===== config.mk =====
export PLATFORM = sky130hd
export DESIGN_NAME = mdu_iter
export DESIGN_NICKNAME = d
export VERILOG_FILES = /design/src/rtl/mdu_iter.sv
export SDC_FILE = /design/constraint.sdc
export NUM_CORES = 1
export LEC_CHECK = 0
export CORE_ASPECT_RATIO = 1.25
export CORE_MARGIN = 2
export CORE_UTILIZATION = 23
export CTS_BUF_LIST = sky130_fd_sc_hd__clkbuf_16
export CTS_CLUSTER_DIAMETER = 200
export CTS_CLUSTER_SIZE = 20
export DETAILED_ROUTE_END_ITERATION = 6
export PLACE_DENSITY_LB_ADDON = 0.2
export SYNTH_ARGS = -nofsm -noshare
export SYNTH_HDL_FRONTEND = slang
export SYNTH_SLANG_ARGS = --single-unit

===== constraint.sdc =====
create_clock -name clk -period 7.02 [get_ports clk]
set_clock_uncertainty 0.15 [all_clocks]
set_input_delay 1.404 -clock clk [delete_from_list [all_inputs] [get_ports clk]]
set_output_delay 1.404 -clock clk [all_outputs]
set_load 0.005 [all_outputs]

===== src/rtl/mdu_iter.sv =====
// -----------------------------------------------------------------------------
// mdu_iter : iterative multiply / divide unit (MIPS mult, multu, div, divu)
//
// - One operand bit per cycle: shift-add multiply, restoring divide.
// - Sequence IDLE -> CALC (WIDTH cycles) -> FIX -> DONE -> IDLE.
// - start is accepted in IDLE only. done is a one-cycle pulse in the DONE
//   state, and hi/lo/divzero become valid in that same cycle. A start held
//   high issues one operation every WIDTH+3 cycles.
// - Optional feature macro: MDU_SIGNED_EN
//     defined   : op[0]=1 selects signed (two's complement) mult/div
//     undefined : op[0] is ignored and every op is unsigned; the FIX state
//                 is still traversed, so latency is identical
// -----------------------------------------------------------------------------
module mdu_iter #(
    parameter int WIDTH = 32
) (
    input  logic             clk,
    input  logic             reset_n,
    input  logic             start,
    input  logic [1:0]       op,
    input  logic [WIDTH-1:0] srca,
    input  logic [WIDTH-1:0] srcb,
    output logic             busy,
    output logic             done,
    output logic [WIDTH-1:0] hi,
    output logic [WIDTH-1:0] lo,
    output logic             divzero
);

    localparam int CW = $clog2(WIDTH);

    typedef enum logic [1:0] {
        S_IDLE = 2'd0,
        S_CALC = 2'd1,
        S_FIX  = 2'd2,
        S_DONE = 2'd3
    } state_t;

    // Two's complement negation of a single-width word
    function automatic logic [WIDTH-1:0] neg_w(input logic [WIDTH-1:0] v);
        neg_w = ~v + {{(WIDTH-1){1'b0}}, 1'b1};
    endfunction

    // Two's complement negation of a double-width product
    function automatic logic [2*WIDTH-1:0] neg_2w(input logic [2*WIDTH-1:0] v);
        neg_2w = ~v + {{(2*WIDTH-1){1'b0}}, 1'b1};
    endfunction

    // Control and datapath state
    state_t               r_state;
    logic [CW-1:0]        r_cnt;
    logic [2*WIDTH-1:0]   r_acc;      // mul: {partial product, multiplier}; div: {remainder, dividend/quotient}
    logic [WIDTH-1:0]     r_b_mag;    // multiplicand / divisor magnitude
    logic                 r_is_div;
    logic                 r_dz;       // division with srcb == 0
    logic                 r_neg_q;    // product / quotient must be negated
    logic                 r_neg_r;    // remainder takes the dividend sign
    logic                 r_busy;
    logic                 r_done;
    logic [WIDTH-1:0]     r_hi;
    logic [WIDTH-1:0]     r_lo;
    logic                 r_divzero;

    // Operand preparation
    logic                 w_signed_op;
    logic                 w_sign_a;
    logic                 w_sign_b;
    logic [WIDTH-1:0]     w_a_mag;
    logic [WIDTH-1:0]     w_b_mag;

    // One iteration step
    logic [WIDTH:0]       w_mul_sum;
    logic [WIDTH:0]       w_div_shift;
    logic [WIDTH:0]       w_div_diff;
    logic                 w_div_ge;
    logic [2*WIDTH-1:0]   w_acc_next;

    // Sign-corrected results
    logic [2*WIDTH-1:0]   w_prod;
    logic [WIDTH-1:0]     w_fix_hi;
    logic [WIDTH-1:0]     w_fix_lo;
    logic                 w_fix_dz;

`ifdef MDU_SIGNED_EN
    assign w_signed_op = op[0];
`else
    // op[0] is deliberately ignored: every operation is unsigned
    assign w_signed_op = op[0] & 1'b0;
`endif

    assign w_sign_a = w_signed_op & srca[WIDTH-1];
    assign w_sign_b = w_signed_op & srcb[WIDTH-1];
    // The magnitude of MIN is MIN itself read as unsigned, which is exact
    assign w_a_mag  = w_sign_a ? neg_w(srca) : srca;
    assign w_b_mag  = w_sign_b ? neg_w(srcb) : srcb;

    // Next accumulator value for one multiply or divide iteration
    always_comb begin
        w_mul_sum   = {1'b0, r_acc[2*WIDTH-1:WIDTH]} +
                      (r_acc[0] ? {1'b0, r_b_mag} : {(WIDTH+1){1'b0}});
        w_div_shift = {r_acc[2*WIDTH-1:WIDTH], r_acc[WIDTH-1]};
        w_div_ge    = (w_div_shift >= {1'b0, r_b_mag});
        w_div_diff  = w_div_shift - {1'b0, r_b_mag};
        if (r_is_div) begin
            if (w_div_ge) begin
                w_acc_next = {w_div_diff[WIDTH-1:0], r_acc[WIDTH-2:0], 1'b1};
            end else begin
                // Trial subtract failed, so the shifted remainder still fits in WIDTH bits
                w_acc_next = {w_div_shift[WIDTH-1:0], r_acc[WIDTH-2:0], 1'b0};
            end
        end else begin
            w_acc_next = {w_mul_sum, r_acc[WIDTH-1:1]};
        end
    end

    // Sign correction and divide-by-zero result selection
    always_comb begin
        w_prod   = r_neg_q ? neg_2w(r_acc) : r_acc;
        w_fix_hi = w_prod[2*WIDTH-1:WIDTH];
        w_fix_lo = w_prod[WIDTH-1:0];
        w_fix_dz = 1'b0;
        if (r_is_div) begin
            // Remainder takes the dividend sign. For a zero divisor every trial
            // subtract succeeds, so the remainder half holds |srca| and this same
            // correction gives back srca unmodified.
            w_fix_hi = r_neg_r ? neg_w(r_acc[2*WIDTH-1:WIDTH]) : r_acc[2*WIDTH-1:WIDTH];
            if (r_dz) begin
                w_fix_lo = {WIDTH{1'b1}};
                w_fix_dz = 1'b1;
            end else begin
                w_fix_lo = r_neg_q ? neg_w(r_acc[WIDTH-1:0]) : r_acc[WIDTH-1:0];
                w_fix_dz = 1'b0;
            end
        end else begin
            w_fix_dz = 1'b0;
        end
    end

    // Sequencer, iteration datapath and registered outputs
    always_ff @(posedge clk) begin
        if (!reset_n) begin
            r_state   <= S_IDLE;
            r_cnt     <= {CW{1'b0}};
            r_acc     <= {(2*WIDTH){1'b0}};
            r_b_mag   <= {WIDTH{1'b0}};
            r_is_div  <= 1'b0;
            r_dz      <= 1'b0;
            r_neg_q   <= 1'b0;
            r_neg_r   <= 1'b0;
            r_busy    <= 1'b0;
            r_done    <= 1'b0;
            r_hi      <= {WIDTH{1'b0}};
            r_lo      <= {WIDTH{1'b0}};
            r_divzero <= 1'b0;
        end else begin
            case (r_state)
                S_IDLE: begin
                    r_done <= 1'b0;
                    if (start) begin
                        // Multiply and divide share the same starting layout
                        r_acc    <= {{WIDTH{1'b0}}, w_a_mag};
                        r_b_mag  <= w_b_mag;
                        r_is_div <= op[1];
                        r_dz     <= op[1] & (srcb == {WIDTH{1'b0}});
                        r_neg_q  <= w_sign_a ^ w_sign_b;
                        r_neg_r  <= w_sign_a;
                        r_cnt    <= CW'(WIDTH - 1);
                        r_busy   <= 1'b1;
                        r_state  <= S_CALC;
                    end else begin
                        r_state  <= S_IDLE;
                    end
                end
                S_CALC: begin
                    r_acc <= w_acc_next;
                    if (r_cnt == {CW{1'b0}}) begin
                        r_state <= S_FIX;
                    end else begin
                        r_cnt   <= r_cnt - {{(CW-1){1'b0}}, 1'b1};
                    end
                end
                S_FIX: begin
                    r_hi      <= w_fix_hi;
                    r_lo      <= w_fix_lo;
                    r_divzero <= w_fix_dz;
                    r_done    <= 1'b1;
                    r_busy    <= 1'b0;
                    r_state   <= S_DONE;
                end
                S_DONE: begin
                    // start is ignored here; it is honoured from IDLE only
                    r_done  <= 1'b0;
                    r_state <= S_IDLE;
                end
                default: begin
                    r_busy  <= 1'b0;
                    r_done  <= 1'b0;
                    r_state <= S_IDLE;
                end
            endcase
        end
    end

    assign busy    = r_busy;
    assign done    = r_done;
    assign hi      = r_hi;
    assign lo      = r_lo;
    assign divzero = r_divzero;

endmodule


---- After elaboration in Yosys (flattened, before gate mapping) ----
Index checks and enable logic that the tools add are counted.
word-level totals
  flip-flop bits (word level) ............. 172
  input bits .............................. 69
  output and inout bits ................... 67
  word-level logic and storage cells ...... 51
operators by class
  $add $sub $neg .......................... 3
  order comparisons ....................... 1
  eq/ne operators ......................... 6
  multiplexer cells ....................... 18
  bitwise gates (word level) .............. 1
  reductions and logical operators ........ 11
operators with widths
  cell                                               count
  two-way mux 64 bit                                 3
  one-hot mux 64 bit (2 select lines)                1
  two-way mux 32 bit                                 3
  adder 32 x 32 -> 33 bit                            1
  >= comparator 33 x 32 -> 1 bit                     1
  logical NOT 32 bit                                 1
  subtractor 32 bit                                  1
  two-way mux 5 bit                                  2
  one-hot mux 5 bit (2 select lines)                 1
  one-hot mux 2 bit (4 select lines)                 1
  != test 2 bit (second input constant)              3
  AND reduction 2 bit                                3
  nonzero test 2 bit                                 3
  logical NOT 5 bit                                  1
  subtractor 5 x 1 -> 5 bit (second input constant)  1
  == test 2 bit (second input constant)              2
  two-way mux 1 bit                                  4
  one-hot mux 1 bit (2 select lines)                 2
  AND reduction 3 bit                                1
  == test 2 x 1 -> 1 bit (second input constant)     1
  logical NOT 2 bit                                  1
  two-way mux 2 bit                                  1
  OR reduction 2 bit                                 1
  AND 1 bit                                          1

---- Logic depth before layout (Yosys ltp) ----
  word-level depth ........................ 4
  mapped depth ............................ 14
  mapped depth without buffers ............ 13

---- Worst setup path after synthesis ----
OpenSTA, ideal clock, no wires.
  kind .................................... reg-to-reg
  start ................................... register r_acc[0]
  end ..................................... register r_acc[61]
  library setup time ...................... 117 ps
  arrival ................................. 2887 ps
  setup slack ............................. 3865 ps
  stages on the path, launching flop included .. 15
  clock period less this slack ............ 3155 ps
  cells stage by stage .................... dfxtp_1 clkbuf_1 and2_1 ha_1 inv_1 fa_1 nand2b_1 a21oi_1 o21ai_0 a31oi_1 a32oi_1 a21oi_1 a41oi_1 mux2i_1 a32o_1
between the ends
  cells in the longest elaborated chain, start to end .. 4
RTL lines
  what                                 line  RTL
  start, declared                      52    logic [2*WIDTH-1:0] r_acc;
  start signal, assigned               144   r_acc <= {(2*WIDTH){1'b0}};
  start signal, assigned               161   r_acc <= {{WIDTH{1'b0}}, w_a_mag};
  start signal, assigned               175   r_acc <= w_acc_next;
  two-way mux 32 bit                   100   (r_acc[0] ? {1'b0, r_b_mag} : {(WIDTH+1){1'b0}});
  adder 32 x 32 -> 33 bit              99    w_mul_sum = {1'b0, r_acc[2*WIDTH-1:WIDTH]} +
  two-way mux 64 bit                   104   if (r_is_div) begin
  one-hot mux 64 bit (2 select lines)  156   case (r_state)
Every way passes these cells.
A chain may end at the register's enable or synchronous reset.

---- Worst setup path in the final report ----
  start ................................... register r_acc[0]
  end ..................................... register r_acc[63]
The elaborated chain is that of the path after synthesis.

==> run summary <==
Status -> complete, no violations
Maximum Capacitance Violations -> 0
Yosys top cell by area -> dfxtp_1
Antenna violations before repair -> 4
Std-Cell Rows -> 91
Syn avg cell area -> 8.20 sq um
Vias -> 10,200
Port bufs -> 134
Post-synthesis cell type count -> 79
Count of final setup violators -> 0
Sw Share -> 0.409
Starting Density -> 0.232
Post-route minimum period -> 4.34 ns
Reg2reg setup slack -> 2.68 ns
Maximum vdd drop -> 228 uV
CP arrival -> 4.59 ns
Final setup TNS -> 0 ns
Layout fillers -> 5,293
Post-CTS sizing -> 0
Die area -> 51,300 sq um
R2R Path Start -> r_acc[0]
Commonest non-fill, non-tap cells in the layout -> dfxtp_1 (171), nand2_1 (148), clkdlybuf4s50_1 (133)
Synth top area share -> 0.302
Hold-fix buffers, CTS -> 0
R2R Path End -> r_acc[63]
Core area -> 49,100 sq um
Register area -> 3440 sq um
Placed Instance Area -> 13,300 sq um
Fmax achieved -> 230 MHz
Setup crit end -> r_acc[63]
Gpl congestion -> 0.811
Pre-antenna DRT Iters -> 4
Cell area after synthesis -> 11,400 sq um
Worst Path Max Fanout -> 17
Final Net Count -> 1,604
Multi-input gate area -> 7390 sq um
Wire per inst -> 17.5 microns
DRC -> 0
RSZ-0062 raised after global routing -> no
Die Span X -> 203 microns
Clk Latency, worst-skew pair -> 0.46 ns
Headroom to the max-slew limit -> 0.286
Layout cells sized above 1 -> 0.0434
Post-CTS setup buffers -> 0
Pwr dens -> 275 nW/um^2
Psw -> 1.56 mW
Clock Power Share -> 0.239
ANT nets after route -> 0
Critical Path Source Type -> flip-flop
Total of warnings raised by yosys -> 0
H-tree lvl count -> 4
Synth-to-layout area growth -> 21.4%
Ys flop type -> dfxtp_1
Critical path class -> reg -> reg
Total CTS buffers -> 17
Final Hold Viols -> 0
EDFF count, synth -> 0
Slew Viols, Final -> 0
Routed wire length -> 37.2 mm
Worst Hold Class -> reg -> reg
Clock Tree Root -> clkbuf_16
Crit path launch -> r_acc[0]
Mapped Cells -> 1,389
Largest net degree at the start of global routing -> 84
Combinational Power Share -> 0.424
WP data required -> 7.27 ns
Yosys reg bits -> 172
TritonCTS clock tree -> built
Syn nets -> 1,530
Critical path endpoint category -> flip-flop
GRT Total Usage -> 0.148
Finished Cell Area -> 13,800 sq um
Starting DRT DRC Count -> 496
Sequential share of the synthesized area -> 0.302
Tcrit/Tclk final -> 0.619
Via density per instance -> 4.78
Sequential share of power -> 0.337
Commonest non-fill, non-tap cell in the layout -> dfxtp_1
Reg clk slew, reported paths -> 0.07 ns
Grt total ovfl -> 0
Clock Path Buffers -> 2
Synth area leaders -> dfxtp_1 (30%), mux2i_1 (8.9%), ha_1 (7.7%), nand2_1 (4.9%), a21oi_1 (4.7%)
R2R depth -> 13
Post-synth ARST share -> 0
Die height -> 253 microns
Static leakage -> 5.20 nW
Worst-margin pin slew -> 1.07 ns
Detailed placement HPWL -> 27.1 mm
CTS sink cnt -> 172
Vias in the first global route -> 10,100
IO Count -> 136
First-pass GRT wire length -> 58.5 mm
Int Power -> 2.25 mW
Hold WS -> 0.316 ns
[cells in the mapped netlist, drive strengths merged, types with 20 or more instances]
cell	number
nor2b	69
o21ai	65
nand3	22
a21oi	107
clkbuf	68
xnor2	31
a211oi	41
dfxtp	172
a21o	27
nor2	75
inv	55
and2	41
ha	70
xor2	20
buf	22
nand2	149
mux2i	101
a21boi	71
[metal layers]
metal  vias to the layer above  share of wire  GRT usage  routed length, microns
met4                         6          0.036     0.0607                    1340
met2                       210           0.48      0.252                   17800
met5                         -         0.0010          0                      38
met1                      4787           0.43      0.173                   16000
li1                       5113              -          -                       -
met3                        60          0.055     0.0437                    2050
[area by class of cell]
class	instances	share of cell area
sequential	172	0.249
multi-input combinational	1072	0.535
inverter	55	0.0149
clock buffer	17	0.0308
tap	651	0.0590
timing repair buffer	145	0.103
antenna	1	0.000181
clock inverter	14	0.00770
[power by group through the flow]
| stage | Sequential, mW | Combinational [mW] | Clock, mW |
|---|---|---|---|
| after global placement | 1.31 | 1.61 | 0 |
| after detailed placement | 1.31 | 1.63 | 0 |
| after global routing | 1.31 | 1.80 | 0.996 |
| after floorplan | 1.23 | 1.22 | 0 |
| final | 1.28 | 1.61 | 0.910 |
| after CTS | 1.29 | 1.63 | 0.961 |
[worst max-delay path, cell delays in order, from the launching register on]
cell and delay [ns]:
dfxtp_1 0.79, and2_1 0.23, ha_1 0.18, inv_1 0.06
fa_1 0.38, nand2b_1 0.20, a21oi_1 0.19, o21ai_0 0.15
a31oi_1 0.61, a32oi_1 0.29, a21oi_1 0.35, a21boi_0 0.20
o2111ai_1 0.27, and4_1 0.21
[worst min path at each step]
stage	startpoint	depth (start not counted)	slack, ns	endpoint
after floorplan	r_dz	2	0.29	r_dz
after global routing	r_b_mag[26]	2	0.35	r_b_mag[26]
after CTS	r_dz	2	0.32	r_dz
final	r_dz	2	0.32	r_dz
after global placement	r_dz	2	0.30	r_dz
after detailed placement	r_dz	2	0.31	r_dz
[logic make-up after synthesis]
| group | synth area share |
|---|---|
| and+or+nand+nor | 0.186 |
| buffers and inverters | 0.0507 |
| DFF | 0.302 |
| adders and majority gates | 0.0805 |
| muxes | 0.0898 |
| xor gates and xnor gates | 0.0392 |
| AOI/OAI and AO/OA | 0.251 |
[flip-flops by register name, summed over array words and instances (netlist names)]
name,flops
r_state,2
divzero,1
r_b_mag,32
r_dz,1
hi,32
done,1
busy,1
lo,32
r_cnt,5
r_acc,64
r_is_div,1
[stage by stage]
step | utilization | std cells | total power, mW | worst slack [ns]
finish | 0.282 | 2127 | 3.80 | 2.68
global route | 0.281 | 2126 | 4.10 | 2.35
CTS | 0.281 | 2126 | 3.88 | 2.61
detailed placement | 0.271 | 2095 | 2.94 | 2.28
global placement | 0.271 | 2095 | 2.92 | 2.38
floorplan | - | 1389 | 2.45 | 3.87
No activity file was read; power rests on OpenSTA's default activity.
